## src/rtl/start_guard.sv

```systemverilog
// start_guard
//   Start-table register with boot-loop guard. Holds the selected start-table
//   number and an armed flag across system restarts. Each rising edge of
//   i_sys_rst is a restart that software must confirm. After MAX_RESTARTS
//   unconfirmed restarts the block trips: it disarms and loads FALLBACK_TABLE.
//
//   Optional: define START_GUARD_TIMEOUT_EN to add a confirm timeout. If
//   software stays PENDING for TIMEOUT_CYCLES cycles, o_restart_req pulses.
//
// Ports
//   i_clk         system clock
//   i_rst         async active-high power-on reset, clears everything
//   i_sys_rst     system-restart level (a long level counts once)
//   i_wr          bus write strobe, one cycle
//   i_data_in     [7:0] control {-,-,-,clear_trip,confirm,disarm,arm,set_table},
//                 [TABLE_W+7:8] table number
//   o_data_out    {tripped, pending, cnt, armed, table}
//   o_restart_req one-cycle restart request (always 0 without timeout)
module start_guard #(
   parameter int                 TABLE_W        = 8,
   parameter int                 CNT_W          = 4,
   parameter int                 MAX_RESTARTS   = 3,
   parameter logic [TABLE_W-1:0] FALLBACK_TABLE = '0,
   parameter int                 TIMEOUT_CYCLES = 1000000
) (
   input  logic                       i_clk,
   input  logic                       i_rst,
   input  logic                       i_sys_rst,
   input  logic                       i_wr,
   input  logic [TABLE_W+7:0]         i_data_in,
   output logic [TABLE_W+CNT_W+2:0]   o_data_out,
   output logic                       o_restart_req
);

   typedef enum logic [1:0] {ST_IDLE, ST_PENDING, ST_TRIPPED} state_t;

   localparam logic [31:0] MAX_U = 32'(MAX_RESTARTS);

   state_t               r_state,  w_state_nxt;
   logic [TABLE_W-1:0]   r_table,  w_table_nxt;
   logic                 r_armed,  w_armed_nxt;
   logic [CNT_W-1:0]     r_cnt,    w_cnt_nxt;
   logic                 r_sys_rst_q;

   logic                 w_evt;
   logic [CNT_W-1:0]     w_cnt_inc;
   logic                 w_set_table, w_arm, w_disarm, w_confirm, w_clear_trip;

   assign w_evt        = i_sys_rst & ~r_sys_rst_q;
   // A write colliding with a restart event is dropped entirely.
   assign w_set_table  = i_wr & ~w_evt & i_data_in[0];
   assign w_arm        = i_wr & ~w_evt & i_data_in[1];
   assign w_disarm     = i_wr & ~w_evt & i_data_in[2];
   assign w_confirm    = i_wr & ~w_evt & i_data_in[3];
   assign w_clear_trip = i_wr & ~w_evt & i_data_in[4];

   // Saturating increment so a disabled guard cannot wrap back to zero.
   assign w_cnt_inc = (&r_cnt) ? r_cnt : r_cnt + 1'b1;

   always_ff @(posedge i_clk or posedge i_rst) begin
      if (i_rst) begin
         r_state     <= ST_IDLE;
         r_table     <= '0;
         r_armed     <= 1'b1;
         r_cnt       <= '0;
         r_sys_rst_q <= 1'b0;
      end else begin
         r_state     <= w_state_nxt;
         r_table     <= w_table_nxt;
         r_armed     <= w_armed_nxt;
         r_cnt       <= w_cnt_nxt;
         r_sys_rst_q <= i_sys_rst;
      end
   end

   always_comb begin
      w_state_nxt = r_state;
      w_table_nxt = r_table;
      w_armed_nxt = r_armed;
      w_cnt_nxt   = r_cnt;
      if (w_evt) begin
         if (r_state != ST_TRIPPED) begin
            w_cnt_nxt = w_cnt_inc;
            if (MAX_RESTARTS != 0 && 32'(w_cnt_inc) >= MAX_U) begin
               w_state_nxt = ST_TRIPPED;
               w_armed_nxt = 1'b0;
               w_table_nxt = FALLBACK_TABLE;
            end else begin
               w_state_nxt = ST_PENDING;
               w_armed_nxt = 1'b1;
            end
         end
      end else begin
         if (w_set_table) w_table_nxt = i_data_in[TABLE_W+7:8];
         if (w_disarm)    w_armed_nxt = 1'b0;
         else if (w_arm)  w_armed_nxt = 1'b1;
         if (w_confirm && r_state == ST_PENDING) begin
            w_cnt_nxt   = '0;
            w_state_nxt = ST_IDLE;
         end
         if (w_clear_trip && r_state == ST_TRIPPED) begin
            w_cnt_nxt   = '0;
            w_state_nxt = ST_IDLE;
         end
      end
   end

   assign o_data_out = {r_state == ST_TRIPPED, r_state == ST_PENDING,
                        r_cnt, r_armed, r_table};

`ifdef START_GUARD_TIMEOUT_EN
   localparam logic [31:0] TMO_LAST = 32'(TIMEOUT_CYCLES - 1);

   logic [31:0] r_tmo;
   logic        r_restart_req;

   // Counts only while PENDING with sys_rst released; the pulse is dropped
   // if software confirms on the terminal cycle.
   always_ff @(posedge i_clk or posedge i_rst) begin
      if (i_rst) begin
         r_tmo         <= '0;
         r_restart_req <= 1'b0;
      end else begin
         r_restart_req <= 1'b0;
         if (w_evt || r_state != ST_PENDING) begin
            r_tmo <= '0;
         end else if (!i_sys_rst) begin
            if (r_tmo == TMO_LAST) begin
               r_tmo         <= '0;
               r_restart_req <= ~w_confirm;
            end else begin
               r_tmo <= r_tmo + 1'b1;
            end
         end
      end
   end

   assign o_restart_req = r_restart_req;
`else
   logic w_unused_tmo;
   assign w_unused_tmo  = |32'(TIMEOUT_CYCLES);
   assign o_restart_req = 1'b0;
`endif

   // Control bits 7:5 are reserved.
   logic w_unused_ctl;
   assign w_unused_ctl = ^i_data_in[7:5];

endmodule

```

## config.mk

```make
export PLATFORM = sky130hd
export DESIGN_NAME = start_guard
export DESIGN_NICKNAME = d
export VERILOG_FILES = /design/src/rtl/start_guard.sv
export SDC_FILE = /design/constraint.sdc
export NUM_CORES = 1
export LEC_CHECK = 0
export ABC_CLOCK_PERIOD_IN_PS = 1800
export BUFFER_PORTS_ARGS = -buffer_cell sky130_fd_sc_hd__buf_4
export CAP_MARGIN = 20
export CELL_PAD_IN_SITES_DETAIL_PLACEMENT = 0
export CELL_PAD_IN_SITES_GLOBAL_PLACEMENT = 2
export CORE_MARGIN = 10
export CORE_UTILIZATION = 26
export DETAILED_ROUTE_END_ITERATION = 7
export PLACE_DENSITY_LB_ADDON = 0.1
export SLEW_MARGIN = 20
export SYNTH_ARGS = -nofsm -noshare
export SYNTH_HDL_FRONTEND = slang
export SYNTH_SLANG_ARGS = --single-unit
```

## constraint.sdc

```tcl
create_clock -name i_clk -period 1.8 [get_ports i_clk]
set_input_delay 0.36 -clock i_clk [delete_from_list [all_inputs] [get_ports i_clk]]
set_output_delay 0.36 -clock i_clk [all_outputs]
set_load 0.05 [all_outputs]
```

==> run metrics <==
largest stage delay on the critical path=0.45 ns; critical path class=reg -> reg; Via density=4.48; syn_area_per_cell=9.17 um^2; worst-path fanout max=9; crit path DAT=1.75 ns; DR iter-0 viols=30; # hold bufs at CTS=0; fin nets=144; CTS resizes=0; Worst-Skew Late Latency=0.29 ns; Root Buffer=clkbuf_4; Antenna Nets Post-Route=0; RR Startpoint=r_cnt[0]; reg2reg setup slack=0.20 ns; CTS Buffer Depth=2; vias in the first global route=833; first-pass GRT wire length=3820 um; # setup viols final=0; # DRC=0; Fin Clk Skew=0.00802 ns; commonest non-fill, non-tap cells in the layout=buf_4 (31), nand2_1 (21), dfrtp_1 (15); total nets after synthesis=112; largest net degree at the start of global routing=17; top cells by area, synth=dfrtp_1 (45%), nand2_1 (9.4%), o21ai_0 (5.4%), nand2b_4 (3.3%), dfstp_2 (3.1%); VDD IR-drop max=0.901 mV; GR Util All Layers=0.0794; die width=76.7 um; Core Rows=20; Die H=76.7 um; DR vias=743; Num CTS Buffers=3; outcome=completed; maxcap violations=0; Pwr Density=1640 nW/um^2; Pint=0.938 mW; routability cong.=0.722; synth-to-layout area growth=35.1%; Fmax achieved=625 MHz; layout cells sized above 1=0.361; switching share of power=0.492; commonest non-fill, non-tap cell in the layout=buf_4; Hold WS=0.153 ns; setup_tns=0 ns; Final period util=0.888; clock sinks=16; leak pwr=0.543 nW; element type at the critical path start=register; post-route cell area=1130 um^2; worst-margin pin slew=0.645 ns; critical path's slowest cell=dfrtp_1; Critical Path, Cell by Cell=ha_1 -> or2_2 -> o21ai_2 -> a21oi_2 -> o21ai_0; CTS tree=done; port bufs=31; final WL=2280 um; number of distinct library cells after synthesis=35; Setup Fix Bufs, Post-CTS=0; max-slew violation count=0; Final min period=1.60 ns; initial core utilization=0.273; boundary pin count=36; H-tree levels=1; leading area contributor after synthesis=dfrtp_1; Crit Reg-Reg Endpoint=r_table[0]; Yosys reg bits=16; die area=5880 um^2; register area share after synthesis=0.481; Switch Pwr=0.906 mW; Post-Syn Area=835 um^2; Clock Power Share=0.129; Core ar.=3050 um^2; Tightest Hold Check Type=in -> async; Comb pwr share=0.548; Slew HR=0.570; fraction of power consumed by sequential logic=0.323; dpl cell area=1090 um^2; FILL cells=346; WL/cell=13.7 um; 1st-pass router iterations=4; initial antenna violation count=0; share of the synthesized area in the top cell type=0.450; Post-Synthesis Cells=91; ant diodes=0; Reg2Reg Depth=5; Congestion Overflow GR=0; CP Launch Point=r_cnt[0]; Hold Fails Final Rpt=0; unrepaired setup endpoints after global routing=no; dpl hpwl=1810 um; crit end category=register; clock-pin slew on the worst setup and hold paths=0.10 ns; CP required=1.95 ns; synth warn=0
-- worst max path at each step --
stage	endpoint	slack (ns)
after floorplan	r_cnt[1]	0.02
after global placement	r_table[5]	0.25
after detailed placement	r_table[0]	0.23
after CTS	r_table[0]	0.22
after global routing	r_table[0]	0.08
final	r_table[0]	0.20
-- state kept, by name, summed over array words and instances (netlist names) --
signal and cells:
r_sys_rst_q 1, r_cnt 4, r_state 2, r_table 8, r_armed 1
-- worst max-delay path, delay by kind of cell, from the launching register on --
family,cells,cell delay [ns]
compound gates,3,0.57
flops,1,0.45
fa+ha+maj,1,0.30
simple gates,1,0.15
-- through the flow --
step / setup slack [ns] / std cells / total power [mW] / util
2_1_floorplan: 0.0243 / 91 / 1.33 / -
3_3_place_gp: 0.248 / 162 / 1.61 / 0.357
3_5_place_dp: 0.226 / 162 / 1.63 / 0.357
4_1_cts: 0.217 / 166 / 1.87 / 0.369
5_1_grt: 0.0838 / 166 / 1.97 / 0.369
6_report: 0.201 / 166 / 1.84 / 0.369
-- cells in the mapped netlist, drive strengths merged --
library cell,n
nor3,2
o211ai,1
a311o,1
o22ai,1
or2,1
conb,1
nor2b,2
nor2,4
nand3,2
dfrtp,15
ha,1
and3,1
a31oi,1
and4b,1
o32ai,1
inv,4
a21oi,6
buf,4
o21ai,11
nor4b,1
and2,1
nand2,21
nand2b,3
a22oi,1
o22a,1
and2b,1
dfstp,1
a21boi,1
-- per-layer routing --
layer | GRT usage | part of all wire | vias up
met5 | 0 | 0 | -
met2 | 0.122 | 0.44 | 24
li1 | - | - | 372
met3 | 0.0291 | 0.068 | 2
met4 | 0.0335 | 0.0083 | 0
met1 | 0.0976 | 0.48 | 345
-- power groups by stage --
| stage | clock (mW) | combinational (mW) | sequential (mW) |
|---|---|---|---|
| detailed placement | 0 | 1.02 | 0.604 |
| global placement | 0 | 1.01 | 0.601 |
| global route | 0.265 | 1.09 | 0.617 |
| finish | 0.238 | 1.01 | 0.596 |
| CTS | 0.247 | 1.02 | 0.595 |
| floorplan | 0 | 0.447 | 0.878 |
-- area by class of cell --
class	count	area (um^2)	share of cell area
multi-input cells	67	387	0.343
flip-flops and latches	16	402	0.356
clock buffers	4	36.3	0.0322
well taps	44	55.1	0.0488
repair buffers	31	233	0.206
inverters	4	15.0	0.0133
-- cells by family after synthesis --
kind of cell               Yosys count  share of synthesized area
AOI/OAI and AO/OA                   25                      0.186
adders and majority gates            1                     0.0150
buffers and inverters                8                     0.0555
DFF                                 16                      0.481
other                                1                    0.00449
and+or+nand+nor                     40                      0.258
Note: power is estimated with default switching activity, not from simulation.
